`config.mk`:
```
export PLATFORM = sky130hd
export DESIGN_NAME = dvs_event_fifo
export DESIGN_NICKNAME = d
export VERILOG_FILES = /design/src/rtl/dvs_event_fifo.sv
export SDC_FILE = /design/constraint.sdc
export NUM_CORES = 1
export LEC_CHECK = 0
export CAP_MARGIN = 20
export CELL_PAD_IN_SITES_DETAIL_PLACEMENT = 1
export CELL_PAD_IN_SITES_GLOBAL_PLACEMENT = 1
export CORE_MARGIN = 2
export CORE_UTILIZATION = 35
export CTS_CLUSTER_SIZE = 30
export DETAILED_ROUTE_END_ITERATION = 8
export PLACE_DENSITY = 0.54
export SYNTH_ARGS = -nofsm -noshare
export SYNTH_HDL_FRONTEND = slang
export SYNTH_SLANG_ARGS = --single-unit
```
`constraint.sdc`:
```
create_clock -name clk -period 11.05 [get_ports clk]
set_input_delay 1.6575 -clock clk [delete_from_list [all_inputs] [get_ports clk]]
set_output_delay 1.6575 -clock clk [all_outputs]
set_load 0.005 [all_outputs]
```
`src/rtl/dvs_event_fifo.sv`:
```
// Show-ahead event FIFO between the AER receiver and the RAVENS consumer.
// Events arriving while the FIFO is full are discarded and counted.
package dvs_ravens_pkg;
    localparam int DVS_X_ADDR_BITS   = 7;
    localparam int DVS_Y_ADDR_BITS   = 7;
    localparam int TIMESTAMP_US_BITS = 16;
endpackage

module dvs_event_fifo
    import dvs_ravens_pkg::*;
#(
    parameter  int FIFO_DEPTH    = 16,
    parameter  int DROP_CNT_BITS = 16,
    localparam int EVENT_BITS    = 1 + DVS_X_ADDR_BITS + DVS_Y_ADDR_BITS + TIMESTAMP_US_BITS,
    localparam int CNT_BITS      = $clog2(FIFO_DEPTH) + 1
) (
    input  logic                         clk,
    input  logic                         rst_n,
    input  logic [DVS_X_ADDR_BITS-1:0]   event_x,
    input  logic [DVS_Y_ADDR_BITS-1:0]   event_y,
    input  logic [TIMESTAMP_US_BITS-1:0] event_timestamp,
    input  logic                         event_polarity,
    input  logic                         new_event,
    input  logic                         out_ready,
    input  logic                         clr_drop_count,
    output logic                         out_valid,
    output logic [EVENT_BITS-1:0]        out_event,
    output logic [CNT_BITS-1:0]          fill_level,
    output logic                         fifo_full,
    output logic [DROP_CNT_BITS-1:0]     drop_count
);
    localparam int PTR_BITS = $clog2(FIFO_DEPTH);
    localparam logic [DROP_CNT_BITS-1:0] DROP_MAX = {DROP_CNT_BITS{1'b1}};

    logic [EVENT_BITS-1:0]    r_mem [FIFO_DEPTH];
    logic [PTR_BITS-1:0]      r_wr_ptr;
    logic [PTR_BITS-1:0]      r_rd_ptr;
    logic [CNT_BITS-1:0]      r_count;
    logic                     r_valid;
    logic                     r_full;
    logic [DROP_CNT_BITS-1:0] r_drop_cnt;

    logic                     w_pop;
    logic                     w_push;
    logic                     w_drop;
    logic [CNT_BITS-1:0]      w_count_nxt;
    logic [EVENT_BITS-1:0]    w_word;

    assign w_word = {event_polarity, event_y, event_x, event_timestamp};
    assign w_pop  = r_valid & out_ready;
    // A pop in the same cycle frees a slot, so a full FIFO still accepts the event.
    assign w_push = new_event & (~r_full | w_pop);
    assign w_drop = new_event & r_full & ~w_pop;

    always_comb begin
        w_count_nxt = r_count;
        case ({w_push, w_pop})
            2'b10:   w_count_nxt = r_count + CNT_BITS'(1);
            2'b01:   w_count_nxt = r_count - CNT_BITS'(1);
            default: w_count_nxt = r_count;
        endcase
    end

    always_ff @(posedge clk or negedge rst_n) begin
        if (!rst_n) begin
            r_wr_ptr   <= '0;
            r_rd_ptr   <= '0;
            r_count    <= '0;
            r_valid    <= 1'b0;
            r_full     <= 1'b0;
            r_drop_cnt <= '0;
        end else begin
            if (w_push) r_wr_ptr <= r_wr_ptr + PTR_BITS'(1);
            if (w_pop)  r_rd_ptr <= r_rd_ptr + PTR_BITS'(1);
            r_count <= w_count_nxt;
            r_valid <= (w_count_nxt != '0);
            r_full  <= (w_count_nxt == CNT_BITS'(FIFO_DEPTH));
            // A clear that coincides with a drop keeps that drop visible.
            if (clr_drop_count)
                r_drop_cnt <= w_drop ? DROP_CNT_BITS'(1) : '0;
            else if (w_drop && r_drop_cnt != DROP_MAX)
                r_drop_cnt <= r_drop_cnt + DROP_CNT_BITS'(1);
        end
    end

    always_ff @(posedge clk) begin
        if (w_push) r_mem[r_wr_ptr] <= w_word;
    end

    always_ff @(posedge clk) begin
        if (rst_n) begin
            assert (!(w_pop && r_count == '0));
            assert (r_count <= CNT_BITS'(FIFO_DEPTH));
            assert (!(w_push && r_full && !w_pop));
        end
    end

    // Memory is not reset, so the head word is masked while empty.
    assign out_event  = r_valid ? r_mem[r_rd_ptr] : '0;
    assign out_valid  = r_valid;
    assign fill_level = r_count;
    assign fifo_full  = r_full;
    assign drop_count = r_drop_cnt;
endmodule

```
==> reports/results.tsv <==
stage	metric	value	unit
placed_design	placed_area	22500	µm²
final_layout	n_antenna_cell	0	
clock_network	clock_latency	0.61	ns
route	viasPerCell	5.18	
yosys	async_flop_share	5.88	%
yosys	yosys_warnings	0	
yosys	synthTopCellsByArea	edfxtp_1 72%, mux4_2 14%, dfrtp_1 3.8%, mux2i_1 3.2%, o22ai_1 0.94%	
power_and_ir_drop	powerDensity	254	nW/µm²
yosys	synth_top_area_cell	edfxtp_1	
floorplanning	dieArea	60700	µm²
yosys	ys_seq_elements	527	
yosys	yosysMostFrequentCell	edfxtp_1	
final_layout	layout.nets	1126	
final_layout	final_cells	1889	
critical_path	crit_arrival	4.24	ns
placed_design	place_inst	1786	
floorplanning	rows	88	
yosys	synthFlopType	edfxtp_1	
critical_path	crit_required	9.39	ns
clock_network	clk_pin_slew_worst_paths	0.06	ns
placed_design	place_hpwl	25200	µm
global_route	antenna_found_initial	1	
sta	worst_pin_slew	1.09	ns
power_and_ir_drop	power.switching	1.82	mW
worst_hold_path	hp-class	flip-flop to flip-flop	
clock_network	cts_tree	built	
yosys	synthesis.area	20600	µm²
power_and_ir_drop	power_frac_seq	42.1	%
sta	rsz0062_at_grt	no	
clock_network	clkSinkCount	527	
flow_run	cap_violations	0	
power_and_ir_drop	power	6.14	mW
floorplanning	core	57900	µm²
power_and_ir_drop	clkPwrFrac	29.0	%
clock_network	cts-htree-levels	2	
power_and_ir_drop	netSwitchingFraction	29.6	%
route	post_drt_wl_per_cell	25.5	µm
final_layout	postLayoutCoreUtil	41.8	%
sta	tns	0	ns
sta	hold_viol	0	
yosys	synth_common_cells	496 x edfxtp_1, 124 x mux4_2, 65 x mux2i_1, 31 x dfrtp_1, 31 x o22ai_1	
route	drc	0	
critical_path	start_kind	flip-flop	
critical_path	r2r_cells	11	
critical_path	path_class	flip-flop to primary output	
floorplanning	die_x	246	µm
critical_path	crit_cells	5	
critical_path	crit_slowest_cell	dfrtp_4	
sta	finalCritPeriodShare	53.4	%
floorplanning	io_pins	90	
yosys	syn_inst	956	
sta	skew	0.0147	ns
clock_network	cts-root-buf	clkbuf_16	
critical_path	crit_chain	buf_4, mux4_2, mux2i_1, o22ai_1, clkdlybuf4s50_1	
clock_network	hold_buffers	0	
clock_network	postCtsResizedCells	0	
route	postRouteAntennaNets	0	
clock_network	postCtsSetupBuffers	0	
sta	period_minus_slack	5.90	ns
critical_path	critPathCaptureType	primary output	
global_route	grt_max_degree	67	
yosys	synth_seq_area_share	76.2	%
final_layout	area_delta_synth_final	17.8	%
worst_hold_path	hold_depth	1	
final_layout	final_area	24200	µm²
route	drtIter0Drc	688	
yosys	synth_edf_count	496	
route	dr.pass1.iters	5	
critical_path	path_buf_inv	2	
floorplanning	start_util	35.5	%
outcome	status	finished, final reports clean	
final_layout	multiInputGateArea	4680	µm²
critical_path	cp_max_fo	66	
placed_design	port-buffer-count	89	
placed_design	gp_congestion	0.707	
placed_design	place_ws	5.78	ns
sta	max-slew-margin-rel	27.3	%
yosys	syn_nets	1001	
global_route	grt_pass1_wl	71600	µm
sta	fmax	169	MHz
final_layout	drive_gt1_share	22.8	%
floorplanning	fp.dieH	246	µm
sta	slew_violations	0	
final_layout	regArea	15700	µm²
clock_network	cts_buffer_depth	3	
route	wl	48200	µm
global_route	grt_pass1_vias	10700	
power_and_ir_drop	peakVddDrop	0.000132	V
yosys	synth_area_per_cell	21.5	µm²
power_and_ir_drop	power_frac_comb	28.9	%
critical_path	critPathMaxStageDelay	1.06	ns
sta	whs	0.537	ns
final_layout	n_fill_cell	5474	
sta	fin_ws	5.15	ns
power_and_ir_drop	cellLeakagePower	7.72	nW
yosys	netlist.area_leader.share	72.5	%
sta	setup_viol	0	
clock_network	cts_buffers	57	
power_and_ir_drop	internal_power	4.32	mW
critical_path	crit_family	buffers and inverters	
yosys	synth_cell_type_count	44	
global_route	grt.total_usage	16.2	%
route	vias	9791	
global_route	grt_overflow	0	
[final cells by class]
cell class | count | area share (%)
inverters | 13 | 0.201
flip-flops and latches | 527 | 64.7
clock buffers | 70 | 6.18
clock inverters | 32 | 0.982
well taps | 765 | 3.95
repair buffers | 117 | 4.63
multi-input cells | 365 | 19.3
[per-layer routing]
layer / vias to the layer above / GRT usage (%) / routed length (µm)
li1: 4228 / - / -
met3: 62 / 3.14 / 1990
met1: 5318 / 22.9 / 22400
met4: 2 / 3.83 / 866
met5: - / 0 / 11
met2: 181 / 26.1 / 23000
[worst register-to-register path, cell delays in order, from the launching register on]
cell,delay (ns)
dfrtp_1,0.51
a21boi_1,0.22
nor2b_1,0.46
inv_1,0.28
ha_1,0.35
xor2_1,0.20
ha_1,0.23
a21oi_1,0.17
mux2i_1,0.24
xnor2_1,0.10
or2_1,0.26
or3_1,0.31
[power by group through the flow]
| stage | Clock (mW) | Sequential, mW | Combinational (mW) |
|---|---|---|---|
| 2_1_floorplan | 0 | 2.49 | 1.18 |
| 3_3_place_gp | 0 | 2.62 | 1.80 |
| 6_report | 1.78 | 2.58 | 1.78 |
| 5_1_grt | 1.90 | 2.62 | 1.92 |
| 4_1_cts | 1.83 | 2.59 | 1.82 |
| 3_5_place_dp | 0 | 2.63 | 1.81 |
[registers in the layout, indices dropped and copies added (netlist names)]
name and flops:
r_rd_ptr 4, fifo_full 1, r_wr_ptr 4, fill_level 5
out_valid 1, drop_count 16, r_mem 496
[cell families (layout without fill, tap and decap cells)]
group | count (synthesis) | count (layout) | share of synthesized area (%)
compound gates | 49 | 49 | 1.59
xor+xnor | 24 | 24 | 1.06
fa+ha+maj | 9 | 9 | 0.548
buf+inv | 64 | 232 | 1.35
flops | 527 | 527 | 76.2
mux | 191 | 191 | 16.9
simple gates | 92 | 92 | 2.36
[cell usage in the layout, fill, tap and decap left out, types with 20 or more instances in the layout]
master / n
nor2_1: 25
clkbuf_16: 58
mux4_2: 124
clkdlybuf4s50_1: 89
buf_4: 27
edfxtp_1: 496
mux2i_1: 65
xnor2_1: 20
o22ai_1: 31
dfrtp_1: 28
[final timing paths]
path | startpoint | endpoint | slack [ns]
min in group asynchronous | rst_n | drop_count[15] | 1.47
worst min register to register | fill_level[4] | fill_level[4] | 0.54
worst max register to register | out_valid | out_valid | 7.58
worst max-delay path | r_rd_ptr[1] | out_event[29] | 5.15
max in group asynchronous | rst_n | r_rd_ptr[3] | 9.24
worst min-delay path | fill_level[4] | fill_level[4] | 0.54
Note: power is estimated with default switching activity, not from simulation.
